**src/rtl/laser_link_pkg.sv**
```systemverilog
// rtl/laser_link_pkg.sv - laser link framing constants and types shared by framer and deframer
package laser_link_pkg;

    localparam logic [7:0] SYNC_BYTE = 8'hA5;

    typedef enum logic [1:0] {HUNT, LEN, PAYLOAD, CHECK} deframe_state_t;

    function automatic logic [7:0] chk_update(input logic [7:0] chk, input logic [7:0] b);
        return chk ^ b;
    endfunction

endpackage

```
**src/rtl/laser_frame_deframer_if.sv**
```systemverilog
// rtl/laser_frame_deframer_if.sv - receiver byte strobe and FTDI write queue handshake
interface laser_frame_deframer_if;
    logic       rx_valid;
    logic [7:0] rx_data;
    logic       wrq_full;
    logic       wrreq;
    logic [7:0] data_wr;

    modport slave (input rx_valid, rx_data, wrq_full, output wrreq, data_wr);
    modport master (output rx_valid, rx_data, wrq_full, input wrreq, data_wr);
endinterface

```
**src/rtl/commit_fifo.sv**
```systemverilog
// rtl/commit_fifo.sv - circular byte buffer with speculative write pointer, commit and rollback
module commit_fifo #(
    parameter int DEPTH = 64
) (
    input  logic       clock,
    input  logic       reset,
    input  logic       push,
    input  logic [7:0] push_data,
    input  logic       commit,
    input  logic       rollback,
    input  logic       pop,
    output logic       full,
    output logic       avail,
    output logic [7:0] pop_data
);
    localparam int AW = $clog2(DEPTH);

    logic [7:0]  mem [DEPTH];
    logic [AW:0] wr_ptr, commit_ptr, rd_ptr;

    always_ff @(posedge clock) begin
        if (push) mem[wr_ptr[AW-1:0]] <= push_data;
    end

    // Rollback only rewinds the speculative pointer; rd_ptr and committed data are untouched.
    always_ff @(posedge clock) begin
        if (!reset) begin
            wr_ptr     <= '0;
            commit_ptr <= '0;
            rd_ptr     <= '0;
        end else begin
            if (rollback)  wr_ptr <= commit_ptr;
            else if (push) wr_ptr <= wr_ptr + 1'b1;
            if (commit)    commit_ptr <= wr_ptr;
            if (pop)       rd_ptr <= rd_ptr + 1'b1;
        end
    end

    assign full     = (wr_ptr - rd_ptr) == (AW+1)'(DEPTH);
    assign avail    = rd_ptr != commit_ptr;
    assign pop_data = avail ? mem[rd_ptr[AW-1:0]] : 8'h00;
endmodule

```
**src/rtl/laser_frame_deframer.sv**
```systemverilog
// rtl/laser_frame_deframer.sv - laser link receive deframer; LASER_DEFRAME_STATS_EN enables frame counters
module laser_frame_deframer
    import laser_link_pkg::*;
#(
    parameter int DEPTH   = 64,
    parameter int MAX_LEN = 32,
    parameter int TIMEOUT = 4096
) (
    input  logic                  clock,
    input  logic                  reset,
    input  logic                  en,
    laser_frame_deframer_if.slave lnk,
    output logic                  frame_good,
    output logic                  frame_bad,
    output logic                  busy,
    output logic [15:0]           good_count,
    output logic [15:0]           bad_count
);
    localparam int CW = $clog2(MAX_LEN + 1);
    localparam int TW = $clog2(TIMEOUT + 1);

    deframe_state_t state, state_nx;
    logic [CW-1:0]  cnt;
    logic [7:0]     chk;
    logic           ovf;
    logic [TW-1:0]  idle_cnt;
    logic           byte_in, len_ok, timeout_hit;
    logic           push, good_nx, bad_nx, fifo_full, fifo_avail;

    assign byte_in     = lnk.rx_valid && en;
    assign len_ok      = (lnk.rx_data != 8'h00) && (lnk.rx_data <= 8'(MAX_LEN));
    assign timeout_hit = (state != HUNT) && !byte_in && (idle_cnt == TW'(TIMEOUT - 1));
    assign busy        = state != HUNT;

    always_ff @(posedge clock) begin
        if (!reset) state <= HUNT;
        else        state <= state_nx;
    end

    always_comb begin
        state_nx = state;
        if (timeout_hit) begin
            state_nx = HUNT;
        end else if (byte_in) begin
            case (state)
                HUNT:    if (lnk.rx_data == SYNC_BYTE) state_nx = LEN;
                LEN:     state_nx = len_ok ? PAYLOAD : HUNT;
                PAYLOAD: if (cnt == CW'(1)) state_nx = CHECK;
                CHECK:   state_nx = HUNT;
                default: state_nx = HUNT;
            endcase
        end
    end

    always_comb begin
        push    = 1'b0;
        good_nx = 1'b0;
        bad_nx  = 1'b0;
        if (timeout_hit) begin
            bad_nx = 1'b1;
        end else if (byte_in) begin
            case (state)
                LEN:     bad_nx = !len_ok;
                PAYLOAD: push = !fifo_full;
                CHECK: begin
                    good_nx = (lnk.rx_data == chk) && !ovf;
                    bad_nx  = !((lnk.rx_data == chk) && !ovf);
                end
                default: ;
            endcase
        end
    end

    // Idle counter only runs inside a frame; accepted bytes restart it.
    always_ff @(posedge clock) begin
        if (!reset) begin
            cnt        <= '0;
            chk        <= 8'h00;
            ovf        <= 1'b0;
            idle_cnt   <= '0;
            frame_good <= 1'b0;
            frame_bad  <= 1'b0;
        end else begin
            frame_good <= good_nx;
            frame_bad  <= bad_nx;
            if (byte_in || state == HUNT) idle_cnt <= '0;
            else                          idle_cnt <= idle_cnt + 1'b1;
            if (byte_in) begin
                case (state)
                    LEN: begin
                        cnt <= lnk.rx_data[CW-1:0];
                        chk <= lnk.rx_data;
                        ovf <= 1'b0;
                    end
                    PAYLOAD: begin
                        cnt <= cnt - CW'(1);
                        chk <= chk_update(chk, lnk.rx_data);
                        if (fifo_full) ovf <= 1'b1;
                    end
                    default: ;
                endcase
            end
        end
    end

    commit_fifo #(.DEPTH(DEPTH)) u_fifo (
        .clock     (clock),
        .reset     (reset),
        .push      (push),
        .push_data (lnk.rx_data),
        .commit    (good_nx),
        .rollback  (bad_nx),
        .pop       (lnk.wrreq),
        .full      (fifo_full),
        .avail     (fifo_avail),
        .pop_data  (lnk.data_wr)
    );

    assign lnk.wrreq = fifo_avail && !lnk.wrq_full;

`ifdef LASER_DEFRAME_STATS_EN
    always_ff @(posedge clock) begin
        if (!reset) begin
            good_count <= 16'h0;
            bad_count  <= 16'h0;
        end else begin
            if (good_nx) good_count <= good_count + 16'd1;
            if (bad_nx)  bad_count  <= bad_count + 16'd1;
        end
    end
`else
    assign good_count = 16'h0;
    assign bad_count  = 16'h0;
`endif
endmodule
```
**src/flat_wrapper.sv**
```systemverilog
// flat-port wrapper written by rule: the top's interface ports become plain ports
module laser_frame_deframer_flat import laser_link_pkg::*;
#(
    parameter int DEPTH   = 64,
    parameter int MAX_LEN = 32,
    parameter int TIMEOUT = 4096
)
  (clock, reset, en, frame_good, frame_bad, busy, good_count, bad_count, lnk_rx_valid, lnk_rx_data, lnk_wrq_full, lnk_wrreq, lnk_data_wr);
  laser_frame_deframer_if lnk_i ();
  input  logic clock;
  input  logic reset;
  input  logic en;
  output logic frame_good;
  output logic frame_bad;
  output logic busy;
  output logic [15:0] good_count;
  output logic [15:0] bad_count;
  input wire logic [$bits(lnk_i.rx_valid)-1:0] lnk_rx_valid;
  input wire logic [$bits(lnk_i.rx_data)-1:0] lnk_rx_data;
  input wire logic [$bits(lnk_i.wrq_full)-1:0] lnk_wrq_full;
  output wire logic [$bits(lnk_i.wrreq)-1:0] lnk_wrreq;
  output wire logic [$bits(lnk_i.data_wr)-1:0] lnk_data_wr;
  assign lnk_i.rx_valid = lnk_rx_valid;
  assign lnk_i.rx_data = lnk_rx_data;
  assign lnk_i.wrq_full = lnk_wrq_full;
  assign lnk_wrreq = lnk_i.wrreq;
  assign lnk_data_wr = lnk_i.data_wr;
  laser_frame_deframer #(.DEPTH(DEPTH), .MAX_LEN(MAX_LEN), .TIMEOUT(TIMEOUT)) u_core (.clock(clock), .reset(reset), .en(en), .lnk(lnk_i), .frame_good(frame_good), .frame_bad(frame_bad), .busy(busy), .good_count(good_count), .bad_count(bad_count));
endmodule
```
**config.mk**
```make
export PLATFORM = sky130hd
export DESIGN_NAME = laser_frame_deframer_flat
export DESIGN_NICKNAME = d
export VERILOG_FILES = /design/src/rtl/laser_link_pkg.sv /design/src/rtl/laser_frame_deframer_if.sv /design/src/rtl/commit_fifo.sv /design/src/rtl/laser_frame_deframer.sv /design/src/flat_wrapper.sv
export SDC_FILE = /design/constraint.sdc
export NUM_CORES = 1
export LEC_CHECK = 0
export CORE_UTILIZATION = 40
export DETAILED_ROUTE_END_ITERATION = 7
export PLACE_DENSITY = 0.6
export SLEW_MARGIN = 5
export SYNTH_ARGS = -nofsm -noshare
export SYNTH_HDL_FRONTEND = slang
export SYNTH_HIERARCHICAL = 1
export SYNTH_SLANG_ARGS = --single-unit
export TNS_END_PERCENT = 50
```
**constraint.sdc**
```tcl
create_clock -name clock -period 8.9 [get_ports clock]
set_clock_uncertainty 0.15 [all_clocks]
set_input_delay 0.89 -clock clock [delete_from_list [all_inputs] [get_ports clock]]
set_output_delay 0.89 -clock clock [all_outputs]
set_load 0.01 [all_outputs]
```
Yosys cells after proc, flatten, opt, wreduce, memory -nomap -nowiden
Memory sizes are Yosys's and may differ from the RTL's. A register that Yosys moved wholly into a read port is not among the register bits.
Cells that the tools add are included.
Storage, ports and cells
  flip-flop bits (word level): 53
  bits in writable memories: 512
  bits of input ports: 13
  output and inout port bits: 44
  memories kept: 1
Memory list
  u_core.u_fifo.mem: words 64, bits a word 8, rd ports 1, clocked after memory_dff 1, write ports 1, RTL line commit_fifo.sv:18  | logic [7:0] mem [DEPTH];
Operators by class
  $add $sub $neg: 5
  order comparisons: 1
  equal/unequal tests: 12
  muxes and demuxes: 24
  bitwise operators: 2
  reductions and logical operators: 23
Operators with widths (count)
  8-bit one-hot mux with 2 select lines: 1
  7-bit by 1-bit adder with 7-bit output (second input constant): 2
  7-bit two-way mux: 2
  13-bit by 1-bit adder with 13-bit output (second input constant): 1
  13-bit by 12-bit == test with 1-bit output (second input constant): 1
  6-bit two-way mux: 2
  6-bit one-hot mux with 2 select lines: 1
  1-bit two-way mux: 11
  8-bit == test: 1
  8-bit == test (second input constant): 1
  8-bit by 6-bit less-or-equal comparator with 1-bit output (second input constant): 1
  8-bit two-way mux: 1
  2-bit one-hot mux with 4 select lines: 1
  8-bit nonzero test: 1
  8-bit bitwise XOR: 1
  7-bit == test (second input constant): 1
  7-bit != test: 1
  7-bit subtractor: 1
  6-bit by 1-bit == test with 1-bit output (second input constant): 1
  1-bit logical AND: 6
  1-bit logical NOT: 6
  2-bit two-way mux: 3
  2-bit by 1-bit != test with 1-bit output (second input constant): 3
  3-bit AND reduction: 2
  10 further kinds: 15

Logic depth before layout (Yosys ltp)
  word-level depth: 8
  gate-level depth with buffers: 16

Modules after synthesis
The synthesis kept the hierarchy.
Modules (own cells, without submodules)
  commit_fifo: instances 1, cells an instance 1060, area each 21166.6 um2, seq. area each 15915.3 um2
  laser_frame_deframer: instances 1, cells an instance 254, area each 2033.2 um2, seq. area each 640.6 um2

Least setup slack after synthesis
Ideal clock, no wire load.
  path type: register -> register
  start: register u_core.u_fifo.rd_ptr[1]
  end: memory u_core.u_fifo.mem[49][0] (enable)
  setup time: 0.383 ns
  arrival time: 2.967 ns
  required time: 8.367 ns
  setup slack: 5.400 ns
  stages on the path, launching flop included: 13
  clock period less this slack: 3.500 ns
  cells stage by stage: dfxtp_1 > inv_1 > ha_1 > nor2b_1 > o21ai_1 > nand2b_1 > a311o_1 > nand3_1 > a311oi_2 > nor3_1 > clkbuf_1 > nand4_1 > nor3_1
On the way
  cells in the longest elaborated chain, start to end: 8
RTL lines
  from (decl): RTL line commit_fifo.sv:19  | logic [AW:0] wr_ptr, commit_ptr, rd_ptr;
  from (signal assigned): RTL line commit_fifo.sv:35  | if (pop) rd_ptr <= rd_ptr + 1'b1;
  7-bit subtractor: RTL line commit_fifo.sv:39  | assign full = (wr_ptr - rd_ptr) == (AW+1)'(DEPTH);
  7-bit == test: RTL line commit_fifo.sv:39
  via u_core.fifo_full: RTL line laser_frame_deframer.sv:28  | logic push, good_nx, bad_nx, fifo_full, fifo_avail;
  1-bit logical NOT: RTL line laser_frame_deframer.sv:64  | PAYLOAD: push = !fifo_full;
  1-bit two-way mux: RTL line laser_frame_deframer.sv:62  | case (state)
  1-bit two-way mux: RTL line laser_frame_deframer.sv:61  | end else if (byte_in) begin
  1-bit two-way mux: RTL line laser_frame_deframer.sv:59  | if (timeout_hit) begin
  via u_core.push: RTL line laser_frame_deframer.sv:28
  1-bit two-way mux: RTL line commit_fifo.sv:22  | if (push) mem[wr_ptr[AW-1:0]] <= push_data;
  1-bit two-way mux (not written as such): RTL line commit_fifo.sv:22
  to (decl): RTL line commit_fifo.sv:18
The timed path passes the listed nets, and every way through them passes these cells.

==> impl_metrics.json <==
{
  "slowest_stage": "buf_4",
  "p_leak_nw": 7.88,
  "synthArstFlopShare_pct": 0,
  "via_count": 12010,
  "diodes": 0,
  "yosys-top-cells-area": "edfxtp_1 (66%), mux4_2 (12%), dfxtp_1 (5.1%), nor2_1 (1.5%), buf_4 (1.4%)",
  "drc": 0,
  "grt_pass1_wl_um": 79600,
  "status": "completed",
  "crit_family": "buffers and inverters",
  "ys_seq_area_share_pct": 71.4,
  "overflow": 0,
  "wire_per_inst_um": 24.9,
  "synth.most_common_cell": "edfxtp_1",
  "crit_buf_inv": 2,
  "clock_path_buffers": 3,
  "drt-total-wl_um": 53600,
  "ctsHtreeMaxLevel": 2,
  "setup_viol": 0,
  "initial_utilization_pct": 40.8,
  "relSlewSlack_pct": 25.2,
  "area_growth_pct": 11.9,
  "cts.sinks": 571,
  "hold_viol": 0,
  "end_kind": "output pin",
  "cts_setup_buffers": 0,
  "grt_max_degree": 94,
  "die_w_um": 243,
  "cpMostUsedCell": "a21oi_1",
  "tns_ps": 0,
  "drive_above_1_share_pct": 18.4,
  "io_pins": 57,
  "coreArea_um2": 56800,
  "min_period_ps": 5240,
  "firstDrtPassIters": 5,
  "ys.flop_type": "edfxtp_1",
  "p_per_area_nw_per_um2": 207,
  "syn_inst": 1314,
  "die_y_um": 243,
  "cp.arrival_ps": 4200,
  "gp_congestion": 0.786,
  "crit_type": "reg2out",
  "placementRows": 87,
  "crit_chain": "buf_4 > mux4_2 > mux2i_1 > a21oi_1 > a21oi_1 > o22ai_1 > clkdlybuf4s50_1",
  "cts_made_buffers": 60,
  "worstSetupStartpointType": "flop",
  "cts_root_buffer": "clkbuf_16",
  "io_buffers": 24,
  "path_max_fanout": 62,
  "yosysTopAreaCellShare_pct": 66.3,
  "viasPerCell": 5.58,
  "synth_area_um2": 23200,
  "total_power_mw": 5.36,
  "vdd_drop_max_v": 0.000161,
  "rsz0062_at_grt": "false",
  "dp_hpwl_um": 32900,
  "cp.required_ps": 7860,
  "holdBufCountCts": 0,
  "synth.avg_cell_area_um2": 17.7,
  "fin_nets": 1377,
  "synth_enable_flop_cells": 512,
  "synth_top_cell_by_area": "edfxtp_1",
  "dieArea_um2": 59000,
  "critPathMaxStageDelay_ps": 880,
  "ys_warn_count": 6,
  "drv_cap": 0,
  "hp-class": "reg2reg",
  "clk_pin_slew_ps": 60,
  "clkLatencyLatePin_ps": 610,
  "first_iter_violations": 1096,
  "yosys-top-cells-count": "edfxtp_1 (512), mux4_2 (128), nor2_1 (95), dfxtp_1 (59), nand2_1 (43)",
  "grt_antenna_before_repair": 1,
  "synth.distinct_cells": 62,
  "ys_ff_latch": 571,
  "final_util_pct": 45.7,
  "grt_pass1_vias": 11790,
  "ctsResizeCount": 0,
  "grt.total_usage_pct": 18.3,
  "ant_nets": 0,
  "finalCritPeriodShare_pct": 58.8,
  "cts_tree": "done",
  "worstMarginPinSlew_ps": 1120,
  "fmax_mhz": 191,
  "maxSlewViolCount": 0
}
-- cell families after synthesis --
| logic type | synth area share [%] |
|---|---|
| fa+ha+maj | 0.809 |
| mux | 13.8 |
| flops | 71.4 |
| other cells | 0.0162 |
| compound gates | 4.37 |
| xor+xnor | 1.40 |
| buf+inv | 2.76 |
| simple gates | 5.47 |
-- state kept, by name (all words and copies together), names as in the netlist, 6 cells and up, named ones only --
register                  count
u_core/chk                    8
u_core/cnt                    6
u_core/idle_cnt              13
u_core/u_fifo/commit_ptr      7
u_core/u_fifo/mem           512
u_core/u_fifo/rd_ptr          7
u_core/u_fifo/wr_ptr          7
-- layer usage --
metal | GRT usage (%) | vias to the layer above | part of all wire [%]
met1 | 26.0 | 6290 | 44
met5 | 0 | - | 0
met4 | 5.22 | 0 | 2.2
met3 | 4.31 | 78 | 7.5
met2 | 28.0 | 407 | 46
li1 | - | 5235 | -
-- where the power goes --
| group | switching [mW] | internal (mW) | total (mW) |
|---|---|---|---|
| logic | 0.0591 | 0.00909 | 0.0682 |
| registers | 0.0000755 | 2.92 | 2.92 |
| clock network | 1.03 | 1.35 | 2.38 |
| total | 1.09 | 4.28 | 5.36 |
-- cell usage in the layout, fill, tap and decap left out, types with 4 or more instances in the layout --
| cell | instances |
|---|---|
| a211oi_1 | 7 |
| a21oi_1 | 35 |
| a22oi_1 | 26 |
| and2_1 | 14 |
| and3_1 | 4 |
| buf_2 | 8 |
| buf_4 | 20 |
| clkbuf_1 | 9 |
| clkbuf_16 | 61 |
| clkdlybuf4s50_1 | 16 |
| clkinv_1 | 16 |
| clkinv_2 | 10 |
| conb_1 | 32 |
| dfxtp_1 | 56 |
| edfxtp_1 | 512 |
| ha_1 | 15 |
| inv_1 | 16 |
| mux2i_1 | 31 |
| mux4_2 | 128 |
| nand2_1 | 43 |
| nand2b_1 | 13 |
| nand3_1 | 22 |
| nand4_1 | 13 |
| nor2_1 | 95 |
| nor2b_1 | 21 |
| nor3_1 | 9 |
| o21ai_0 | 20 |
| o21ai_1 | 9 |
| o221ai_1 | 8 |
| o22ai_1 | 17 |
| or3_1 | 6 |
| xnor2_1 | 21 |
| xor2_1 | 16 |
-- metrics by stage --
stage	area, um2	std cells	hold slack [ps]	setup WS, ps
after floorplan	23300	1345	280	5400
after global placement	24100	2043	292	4290
after CTS	26000	2151	314	3600
after global routing	26000	2151	364	3490
final	26000	2151	317	3660
after detailed placement	24100	2043	300	4230
-- path summary, 6_finish.rpt --
path / depth (start not counted) / slack, ps / end / start
setup / recovery: 7 / 3660 / lnk_data_wr[3] / flop
setup reg to reg: 12 / 4230 / u_core/u_fifo/mem[62][7]$_DFFE_PP_ / u_core/u_fifo/wr_ptr[1]$_SDFFE_PN0P_
hold / removal: 1 / 320 / u_core/idle_cnt[0]$_SDFF_PP0_ / u_core/idle_cnt[0]$_SDFF_PP0_
hold reg to reg: 1 / 320 / u_core/idle_cnt[0]$_SDFF_PP0_ / u_core/idle_cnt[0]$_SDFF_PP0_
-- final cells by class --
cell class | count | area (um2)
flip-flops and latches | 571 | 16600
multi-input cells | 655 | 6130
well taps | 756 | 946
repair buffers | 45 | 370
clock inverters | 37 | 313
clock buffers | 71 | 1570
inverters | 16 | 60.1
fillers | 4870 | 30900
No activity file was read; power rests on OpenSTA's default activity.
